### src/rtl/serial_subtractor.sv
// Bit-serial subtractor: one full-subtractor cell with a registered borrow.
// It processes the operands LSB first and reports the result through a start/done handshake.
module serial_subtractor #(
    parameter int WIDTH = 8
) (
    input  logic             sys_clk,
    input  logic             sys_rst_n,
    input  logic             start,
    input  logic [WIDTH-1:0] minuend,
    input  logic [WIDTH-1:0] subtrahend,
    input  logic             bin,
    output logic             busy,
    output logic             done,
    output logic [WIDTH-1:0] diff,
    output logic             bout
);

    localparam int CW = (WIDTH > 2) ? $clog2(WIDTH) : 1;

    typedef enum logic [1:0] {
        IDLE,
        CALC,
        DONE
    } state_t;

    state_t           state_q, state_d;
    logic [WIDTH-1:0] a_sr_q, a_sr_d;
    logic [WIDTH-1:0] b_sr_q, b_sr_d;
    logic [WIDTH-1:0] res_sr_q, res_sr_d;
    logic             br_q, br_d;
    logic [CW-1:0]    cnt_q, cnt_d;
    logic             busy_q, busy_d;
    logic             done_q, done_d;
    logic [WIDTH-1:0] diff_q, diff_d;
    logic             bout_q, bout_d;

    logic             bit_a;
    logic             bit_b;
    logic             cell_d;
    logic             cell_b;
    logic [WIDTH-1:0] res_next;

    assign bit_a    = a_sr_q[0];
    assign bit_b    = b_sr_q[0];
    assign cell_d   = bit_a ^ bit_b ^ br_q;
    assign cell_b   = (~bit_a & bit_b) | (~(bit_a ^ bit_b) & br_q);
    assign res_next = {cell_d, res_sr_q[WIDTH-1:1]};

    always_comb begin
        state_d  = state_q;
        a_sr_d   = a_sr_q;
        b_sr_d   = b_sr_q;
        res_sr_d = res_sr_q;
        br_d     = br_q;
        cnt_d    = cnt_q;
        diff_d   = diff_q;
        bout_d   = bout_q;

        unique case (state_q)
            IDLE: begin
                if (start) begin
                    a_sr_d   = minuend;
                    b_sr_d   = subtrahend;
                    res_sr_d = '0;
                    br_d     = bin;
                    cnt_d    = '0;
                    state_d  = CALC;
                end
            end
            CALC: begin
                a_sr_d   = a_sr_q >> 1;
                b_sr_d   = b_sr_q >> 1;
                res_sr_d = res_next;
                br_d     = cell_b;
                if (cnt_q == CW'(WIDTH - 1)) begin
                    // Publish on the last bit so diff is valid alongside done.
                    state_d = DONE;
                    diff_d  = res_next;
                    bout_d  = cell_b;
                end else begin
                    cnt_d = cnt_q + CW'(1);
                end
            end
            DONE: begin
                state_d = IDLE;
            end
            default: begin
                state_d = IDLE;
            end
        endcase

        busy_d = (state_d != IDLE);
        done_d = (state_d == DONE);
    end

    always_ff @(posedge sys_clk or negedge sys_rst_n) begin
        if (!sys_rst_n) begin
            state_q  <= IDLE;
            a_sr_q   <= '0;
            b_sr_q   <= '0;
            res_sr_q <= '0;
            br_q     <= 1'b0;
            cnt_q    <= '0;
            busy_q   <= 1'b0;
            done_q   <= 1'b0;
            diff_q   <= '0;
            bout_q   <= 1'b0;
        end else begin
            state_q  <= state_d;
            a_sr_q   <= a_sr_d;
            b_sr_q   <= b_sr_d;
            res_sr_q <= res_sr_d;
            br_q     <= br_d;
            cnt_q    <= cnt_d;
            busy_q   <= busy_d;
            done_q   <= done_d;
            diff_q   <= diff_d;
            bout_q   <= bout_d;
        end
    end

    assign busy = busy_q;
    assign done = done_q;
    assign diff = diff_q;
    assign bout = bout_q;

endmodule

### config.mk
export PLATFORM = sky130hd
export DESIGN_NAME = serial_subtractor
export DESIGN_NICKNAME = d
export VERILOG_FILES = /design/src/rtl/serial_subtractor.sv
export SDC_FILE = /design/constraint.sdc
export NUM_CORES = 1
export LEC_CHECK = 0
export BUFFER_PORTS_ARGS = -buffer_cell sky130_fd_sc_hd__buf_2
export CAP_MARGIN = 20
export CELL_PAD_IN_SITES_DETAIL_PLACEMENT = 1
export CELL_PAD_IN_SITES_GLOBAL_PLACEMENT = 1
export CORE_AREA = 3 3 67 69
export CTS_BUF_LIST = sky130_fd_sc_hd__clkbuf_4 sky130_fd_sc_hd__clkbuf_8
export CTS_CLUSTER_DIAMETER = 80
export DETAILED_ROUTE_END_ITERATION = 6
export DIE_AREA = 0 0 70 72
export GPL_ROUTABILITY_DRIVEN = 0
export PLACE_DENSITY_LB_ADDON = 0.1
export SLEW_MARGIN = 10
export SYNTH_ARGS = -nofsm -noshare
export SYNTH_HDL_FRONTEND = slang
export SYNTH_SLANG_ARGS = --single-unit
### constraint.sdc
create_clock -name sys_clk -period 1.9 [get_ports sys_clk]
set_input_delay 0.19 -clock sys_clk [delete_from_list [all_inputs] [get_ports sys_clk]]
set_output_delay 0.19 -clock sys_clk [all_outputs]
set_load 0.01 [all_outputs]
==> results of run 1 <==
## per-layer routing
layer | track usage | up-vias | part of all wire
met5 | 0 | - | 0
met4 | 0.0383 | 0 | 0.010
met3 | 0.0471 | 7 | 0.052
met2 | 0.302 | 35 | 0.52
met1 | 0.185 | 664 | 0.41
li1 | - | 609 | -
## cell type report
type / instances / area (um^2) / area share
Sequential cell: 40 / 1000 / 0.486
Tap cell: 50 / 62.6 / 0.0304
Timing Repair Buffer: 37 / 218 / 0.106
Clock buffer: 7 / 96.3 / 0.0468
Multi-Input combinational cell: 88 / 657 / 0.319
Inverter: 7 / 26.3 / 0.0128
## power by group
part / internal, mW / switching (mW) / leakage (nW)
clock: 0.323 / 0.269 / 0.0503
combinational: 0.611 / 0.605 / 0.441
sequential: 1.23 / 0.294 / 0.492
## critical path, stage by stage, from the launching register on
cell	delay (ns)
dfrtp_1	0.62
buf_4	0.30
nand2b_1	0.32
o22ai_1	0.24
nor2_1	0.06
## worst paths after layout
kind	from	endpoint	slack (ns)	depth (start not counted)
min in group asynchronous	sys_rst_n	busy$_DFF_PN0_	0.40	3
hold / removal	minuend[7]	a_sr_q[7]$_DFFE_PN0P_	0.15	3
setup reg to reg	state_q[0]$_DFF_PN0_	a_sr_q[2]$_DFFE_PN0P_	0.24	4
setup / recovery	state_q[0]$_DFF_PN0_	a_sr_q[2]$_DFFE_PN0P_	0.24	4
hold reg to reg	bout$_DFFE_PN0P_	bout$_DFFE_PN0P_	0.49	2
max in group asynchronous	sys_rst_n	b_sr_q[1]$_DFFE_PN0P_	1.30	3
## registers in the layout, indices dropped and copies added (netlist names)
signal,cells
bout,1
cnt_q,3
a_sr_q,8
diff,8
state_q,2
done,1
b_sr_q,8
busy,1
res_sr_q,7
br_q,1
## placed cells by master (no fill, tap or decap)
cell            n
dfrtp_1        40
buf_2          30
nor2_1         16
o32ai_1        14
o22ai_1        14
a22o_1         12
mux2_2          8
inv_1           7
clkbuf_8        7
o21ai_0         5
buf_4           5
nor3_1          3
nand2_1         3
nor2b_1         2
ha_1            2
nand3b_4        1
mux2i_1         1
or2_1           1
nand2_4         1
nand2b_2        1
nand2b_1        1
a221oi_1        1
mux2_1          1
fa_1            1
dlygate4sd3_1   1
buf_12          1
## metrics by stage
stage               setup WS, ns  hold slack (ns)  instance area (um^2)  total power, mW  instances
CTS                        0.216            0.145                  2060             3.38        229
floorplan                  0.404           -0.106                  1780             2.41        147
finish                     0.240            0.145                  2060             3.33        229
global route              0.0253            0.156                  2060             3.59        229
global placement           0.313            0.175                  1950             2.67        221
detailed placement         0.216            0.183                  1950             2.77        221
## cell families after synthesis
family          after synthesis
compound gates               46
fa+ha+maj                     3
buf+inv                      19
flops                        40
mux                          10
simple gates                 29
==> impl_metrics.toml, run 1 <==
[outcome]
status = "finished clean"

[yosys]
yosysSeqAreaShare = 0.562
syn_inst = 147
synth_top_cell_area_share = 0.562
yosysUniqueCellTypes = 25
synth_seq_cells = 40
avgSynthCellArea_um2 = 12.1
synth_fa_ha_area_frac = 0.0253
synth-edff-count = 0
synth_top_family_by_area = "compound AO/OA/AOI/OAI gates"
synthMostInstantiatedCell = "dfrtp_1"
yosysTopAreaCell = "dfrtp_1"
async_flop_share = 1.00
synthMuxAreaShare = 0.0625
synth_nets = 170
synth_compound_area_frac = 0.196
synth.top_cells.by_count = "dfrtp_1, nor2_1, o22ai_1, o32ai_1, a22o_1"
syn_area_um2 = 1780
synthTopCellsByArea = "dfrtp_1, o32ai_1, a22o_1, mux2_2, o22ai_1"
ys.flop_type = "dfrtp_1"
synth_xor_area_frac = 0
yosys.area_share.simple = 0.0850
yosysWarnings = 0

[sta]
tns_ns = 0
clock_skew_ns = 0.00424
rsz0062_at_grt = "no"
fin_crit_ns = 1.66
hold_violations = 0
tightest_slew_ns = 0.504
setup_viol = 0
final_max_slew_viol_count = 0
fmax_ghz = 0.603
relSlewSlack = 0.664
min_period_over_period = 0.873

[global_route]
grt_max_degree = 41
grt_pass1_vias = 1387
grt_pass1_wl_um = 6580
grt_overflow = 0
track_usage = 0.163
antenna_found_initial = 0

[routing]
vias = 1315
final_antenna_net_count = 0
wl_per_cell_um = 16.8
routed_wl_um = 3850
drc = 0
viasPerCell = 5.74
drt_first_iter_violations = 50
firstDrtPassIters = 4

[worst_setup_path]
crit_path_start_kind = "flip-flop"
worst_ep_required_time_ns = 2.07
cp_max_fo = 16
end_kind = "flip-flop"
cp.arrival_ns = 1.83
worstSetupPathType = "flip-flop to flip-flop"

[finish]
antennaDiodeCount = 0
fill_cells = 429
drive_above_1_share = 0.302
utilization = 0.519
area_growth_pct = 15.7
nets = 202

[placed_design]
place_hpwl_um = 2730
io_buffers = 30

[clock_network]
cts_resized = 0
cts_hold_buffers = 1
clock_sinks = 40
htree_levels = 2
clockBufferDepth = 2
cts-buffers-inserted = 5
clock_latency_ns = 0.29
cts_setup_buffers = 0
clock-root-buffer = "clkbuf_8"
cts_tree = "built"
clkTransAtPathRegs_ns = 0.07

[power_and_ir_drop]
peakVddDrop_mv = 0.474
power_density_nw_per_um2 = 1620
power.leakage_nw = 0.983

[floorplanning]
coreArea_um2 = 3970
die_area_um2 = 5040
rows = 23
ios = 31
start_util = 0.449
fp.dieH_um = 72
die_w_um = 70

[job]
maxCapViolCount = 0

[worst_hold_path]
holdCritPathClass = "primary input to flip-flop"
No activity file was read; power rests on OpenSTA's default activity.
==> inputs of run 2 (changes only) <==
--- a/config.mk
+++ b/config.mk
@@ -9,13 +9,14 @@
 export CAP_MARGIN = 20
 export CELL_PAD_IN_SITES_DETAIL_PLACEMENT = 1
 export CELL_PAD_IN_SITES_GLOBAL_PLACEMENT = 1
-export CORE_AREA = 3 3 67 69
+export CORE_AREA = 2 2 66 68
 export CTS_BUF_LIST = sky130_fd_sc_hd__clkbuf_4 sky130_fd_sc_hd__clkbuf_8
 export CTS_CLUSTER_DIAMETER = 80
 export DETAILED_ROUTE_END_ITERATION = 6
-export DIE_AREA = 0 0 70 72
+export DIE_AREA = 0 0 68 70
 export GPL_ROUTABILITY_DRIVEN = 0
 export PLACE_DENSITY_LB_ADDON = 0.1
+export RECOVER_POWER = 25
 export SLEW_MARGIN = 10
 export SYNTH_ARGS = -nofsm -noshare
 export SYNTH_HDL_FRONTEND = slang
==> impl_metrics.toml, run 2 (same netlist as run 1, synthesis figures left out) <==
[outcome]
status = "finished clean"

[sta]
tns_ns = 0
tightest_slew_ns = 1.31
min_period_over_period = 0.827
hold_violations = 0
final_max_slew_viol_count = 0
relSlewSlack = 0.127
setup_viol = 0
clock_skew_ns = 0.00854
rsz0062_at_grt = "no"
whs_ns = 0.147
fin_crit_ns = 1.57
fmax_ghz = 0.636

[power_and_ir_drop]
p_int_mw = 2.24
power_frac_seq = 0.441
power.switching_mw = 1.19
peakVddDrop_mv = 0.625
power.share.clock = 0.201
pwr-share-comb = 0.358
power_density_nw_per_um2 = 1660
switching_share = 0.347
power.leakage_nw = 0.980

[worst_setup_path]
cpMostUsedCell = "ha_1"
cpMaxStageDelayCell = "dfrtp_1"
crit_path_start_kind = "flip-flop"
path_cells = "ha_1 -> ha_1 -> nand3b_4 -> mux2_2"
worst_ep_required_time_ns = 2.08
cp_max_fo = 12
worstSetupPathType = "flip-flop to flip-flop"
end_kind = "flip-flop"
cp.arrival_ns = 1.75
max_stage_delay_ns = 0.41

[finish]
utilization = 0.498
layout_commonest_cell = "dfrtp_1"
fin_cells = 232
fin_area_um2 = 2060
antennaDiodeCount = 0
drive_above_1_share = 0.294
area_growth_pct = 15.8
nets = 202
mostFrequentLayoutCells = "dfrtp_1, buf_2, nor2_1"

[global_route]
grtUsageMet2 = 0.314
track_usage = 0.188
grt_max_degree = 24
grt_use_met3 = 0.0580
antenna_found_initial = 0
grt.busiest_layer = "met2"
grt_overflow = 0
grt_pass1_wl_um = 6710
grt_util_met1 = 0.234
grt_pass1_vias = 1428

[clock_network]
cts_tree = "built"
cts_setup_buffers = 0
clock_latency_ns = 0.29
clkTransAtPathRegs_ns = 0.08
cts_resized = 0
clock_sinks = 40
cts_hold_buffers = 1
clockBufferDepth = 2
cts-buffers-inserted = 5
htree_levels = 2
clock-root-buffer = "clkbuf_8"

[floorplanning]
rows = 24
die_area_um2 = 4760
coreArea_um2 = 4140
start_util = 0.430
fp.dieH_um = 70
ios = 31
die_w_um = 68

[routing]
firstDrtPassIters = 4
routed_wl_um = 3990
vias = 1317
final_antenna_net_count = 0
drt_first_iter_violations = 41
drc = 0
wl_per_cell_um = 17.2
viasPerCell = 5.68

[placed_design]
place_hpwl_um = 2800
place_area_um2 = 1940
dp.cells = 223
io_buffers = 30

[job]
maxCapViolCount = 0

[worst_hold_path]
holdCritPathClass = "primary input to flip-flop"
run 2: cell type report:
type / count / area [um^2]
clock inverters: 2 / 35.0
fillers: 460 / 2080
repair buffers: 37 / 203
inverters: 7 / 26.3
flip-flops and latches: 40 / 1000
multi-input cells: 88 / 657
clock buffers: 6 / 76.3
well taps: 52 / 65.1
run 2: final timing paths:
| kind | startpoint | end | slack [ns] | cells after the start |
|---|---|---|---|---|
| setup / recovery | cnt_q[0]$_DFFE_PN0P_ | diff[6]$_DFFE_PN0P_ | 0.33 | 4 |
| hold reg to reg | bout$_DFFE_PN0P_ | bout$_DFFE_PN0P_ | 0.49 | 2 |
| min in group asynchronous | sys_rst_n | diff[2]$_DFFE_PN0P_ | 0.71 | 2 |
| hold / removal | subtrahend[7] | b_sr_q[7]$_DFFE_PN0P_ | 0.15 | 3 |
| setup reg to reg | cnt_q[0]$_DFFE_PN0P_ | diff[6]$_DFFE_PN0P_ | 0.33 | 4 |
| max in group asynchronous | sys_rst_n | b_sr_q[3]$_DFFE_PN0P_ | 0.37 | 3 |
run 2: routing by layer:
layer  wire, um  up-vias  part of all wire
met2       2030       21              0.51
met3        135        6             0.034
met5          0        -                 0
met4         35        0            0.0088
li1           -      611                 -
met1       1780      679              0.45
run 2: power groups by stage:
stage	Sequential, mW	Combinational (mW)	Clock, mW
3_3_place_gp	1.50	1.16	0
3_5_place_dp	1.53	1.23	0
4_1_cts	1.51	1.25	0.717
6_report	1.51	1.22	0.689
5_1_grt	1.57	1.37	0.754
2_1_floorplan	1.48	0.926	0
run 2: worst max-delay path: cells and delay by family (launching register included):
family / cells / cell delay (ns)
adder cells (fa/ha/maj): 2 / 0.49
flip-flops: 1 / 0.41
multiplexers: 1 / 0.36
AND/OR/NAND/NOR: 1 / 0.21
run 2: per-stage QoR:
stage	total power, mW	worst slack (ns)
CTS	3.48	0.312
finish	3.43	0.329
global route	3.69	0.124
global placement	2.67	0.393
detailed placement	2.76	0.331
floorplan	2.41	0.404
==> inputs of run 3 (changes only) <==
--- a/config.mk
+++ b/config.mk
@@ -9,11 +9,11 @@
 export CAP_MARGIN = 20
 export CELL_PAD_IN_SITES_DETAIL_PLACEMENT = 1
 export CELL_PAD_IN_SITES_GLOBAL_PLACEMENT = 1
-export CORE_AREA = 2 2 66 68
+export CORE_AREA = 2 2 69 71
 export CTS_BUF_LIST = sky130_fd_sc_hd__clkbuf_4 sky130_fd_sc_hd__clkbuf_8
 export CTS_CLUSTER_DIAMETER = 80
 export DETAILED_ROUTE_END_ITERATION = 6
-export DIE_AREA = 0 0 68 70
+export DIE_AREA = 0 0 71 73
 export GPL_ROUTABILITY_DRIVEN = 0
 export PLACE_DENSITY_LB_ADDON = 0.1
 export RECOVER_POWER = 25
==> constraint.sdc (replaced) <==
create_clock -name sys_clk -period 1.4 [get_ports sys_clk]
set_input_delay 0.14 -clock sys_clk [delete_from_list [all_inputs] [get_ports sys_clk]]
set_output_delay 0.14 -clock sys_clk [all_outputs]
set_load 0.01 [all_outputs]
==> impl_metrics.toml, run 3 (same netlist as run 1, synthesis figures left out) <==
[global_route]
grt_pass1_vias = 1453
grt_overflow = 0
track_usage = 0.172
grt_pass1_wl_um = 6900
antenna_found_initial = 0
grt_max_degree = 24

[routing]
final_antenna_net_count = 0
drt_first_iter_violations = 51
viasPerCell = 5.51
drc = 0
wl_per_cell_um = 17.4
vias = 1333
routed_wl_um = 4220
firstDrtPassIters = 4

[worst_setup_path]
worstSetupPathType = "flip-flop to flip-flop"
crit_path_start_kind = "flip-flop"
cp_top_family = "adder cells"
path_buf_inv = 0
cp.arrival_ns = 1.59
path_cells = "ha_2 -> ha_4 -> nor2_1 -> mux2_2 -> a22o_1"
cpMaxStageDelayCell = "dfrtp_1"
end_kind = "flip-flop"
cp_max_fo = 7
max_stage_delay_ns = 0.36
worst_ep_required_time_ns = 1.58

[finish]
drive_above_1_share = 0.362
layout_commonest_cell = "dfrtp_1"
area_growth_pct = 22.1
antennaDiodeCount = 0
mostFrequentLayoutCells = "dfrtp_1, buf_2, nor2_1"
fill_cells = 498
nets = 210

[clock_network]
cts-buffers-inserted = 5
clock-root-buffer = "clkbuf_8"
clock_sinks = 40
clock_latency_ns = 0.29
cts_tree = "built"
clkTransAtPathRegs_ns = 0.08
clockBufferDepth = 2
htree_levels = 2

[sta]
clock_skew_ns = 0.00716
relSlewSlack = 0.665
rsz0062_at_grt = "yes"
whs_ns = 0.0978
timing.final.ws_setup_ns = -0.00983
tightest_slew_ns = 0.503
min_period_over_period = 1.01
fmax_ghz = 0.709
fin_crit_ns = 1.41
final_max_slew_viol_count = 0
setup_viol = 3
hold_violations = 0

[floorplanning]
coreArea_um2 = 4540
die_w_um = 71
start_util = 0.393
fp.dieH_um = 73
rows = 25
ios = 31
die_area_um2 = 5180

[outcome]
status = "complete, but fails checks"
violations = "negative setup slack"

[worst_hold_path]
holdCritPathClass = "primary input to flip-flop"

[job]
maxCapViolCount = 0

[power_and_ir_drop]
peakVddDrop_mv = 0.638
power_density_nw_per_um2 = 2260
power.leakage_nw = 1.04

[placed_design]
io_buffers = 30
place_hpwl_um = 2770
pre_cts_slack_ns = -0.0153
-- run 3: layout make-up --
class,count,area (um^2),area share
Multi-Input combinational cell,89,714,0.328
Clock inverter,3,42.5,0.0196
Tap cell,54,67.6,0.0311
Inverter,7,26.3,0.0121
Clock buffer,5,68.8,0.0316
Sequential cell,40,1000,0.460
Timing Repair Buffer,44,255,0.117
-- run 3: routing by layer --
metal	up-vias	GRT usage	routed length [um]
met5	-	0	0
met2	26	0.307	2180
li1	627	-	-
met3	4	0.0442	160
met1	676	0.200	1840
met4	0	0.0650	34
-- run 3: worst register-to-register path, stage by stage, from the launching register on --
cell and delay (ns):
dfrtp_1 0.36, ha_2 0.20, ha_4 0.20, nor2_1 0.09
mux2_2 0.28, a22o_1 0.18
-- run 3: final timing paths --
path                                 startpoint                       to  slack, ns  depth (start not counted)
setup / recovery           cnt_q[0]$_DFFE_PN0P_     cnt_q[0]$_DFFE_PN0P_      -0.01                          5
hold / removal                    subtrahend[7]    b_sr_q[7]$_DFFE_PN0P_        0.1                          3
setup reg to reg           cnt_q[0]$_DFFE_PN0P_     cnt_q[0]$_DFFE_PN0P_      -0.01                          5
hold reg to reg                bout$_DFFE_PN0P_         bout$_DFFE_PN0P_       0.49                          2
max in group asynchronous             sys_rst_n         br_q$_DFFE_PN0P_       0.20                          3
min in group asynchronous             sys_rst_n  res_sr_q[1]$_DFFE_PN0P_       0.33                          2
-- run 3: repair_timing --
action / in CTS / in global routing
hold buffers: 1 / 0
setup buffers: 1 / 2
hold endpoints to repair: 17 / 0
gates resized for setup: 0 / 9
pin swaps: 2 / 2
endpoints found under the setup margin: 9 / 30
cloned: 0 / 1
-- run 3: through the flow --
| step | cells | setup TNS [ns] | util | power [mW] | instance area [um^2] |
|---|---|---|---|---|---|
| 4_1_cts | 239 | -0.0186 | 0.470 | 4.82 | 2130 |
| 3_3_place_gp | 229 | 0 | 0.442 | 3.71 | 2000 |
| 5_1_grt | 242 | -0.558 | 0.480 | 5.28 | 2180 |
| 6_report | 242 | -0.0214 | 0.480 | 4.91 | 2180 |
| 3_5_place_dp | 229 | -0.0732 | 0.442 | 3.84 | 2000 |
| 2_1_floorplan | 147 | 0 | - | 3.30 | 1800 |
-- run 3: report_power, final --
group          leakage, nW  switching, mW  internal [mW]  total, mW
Clock               0.0541          0.410          0.527      0.938
Combinational        0.495          0.927          0.995       1.92
Sequential           0.492          0.382           1.67       2.05
Total                 1.04           1.72           3.19       4.91
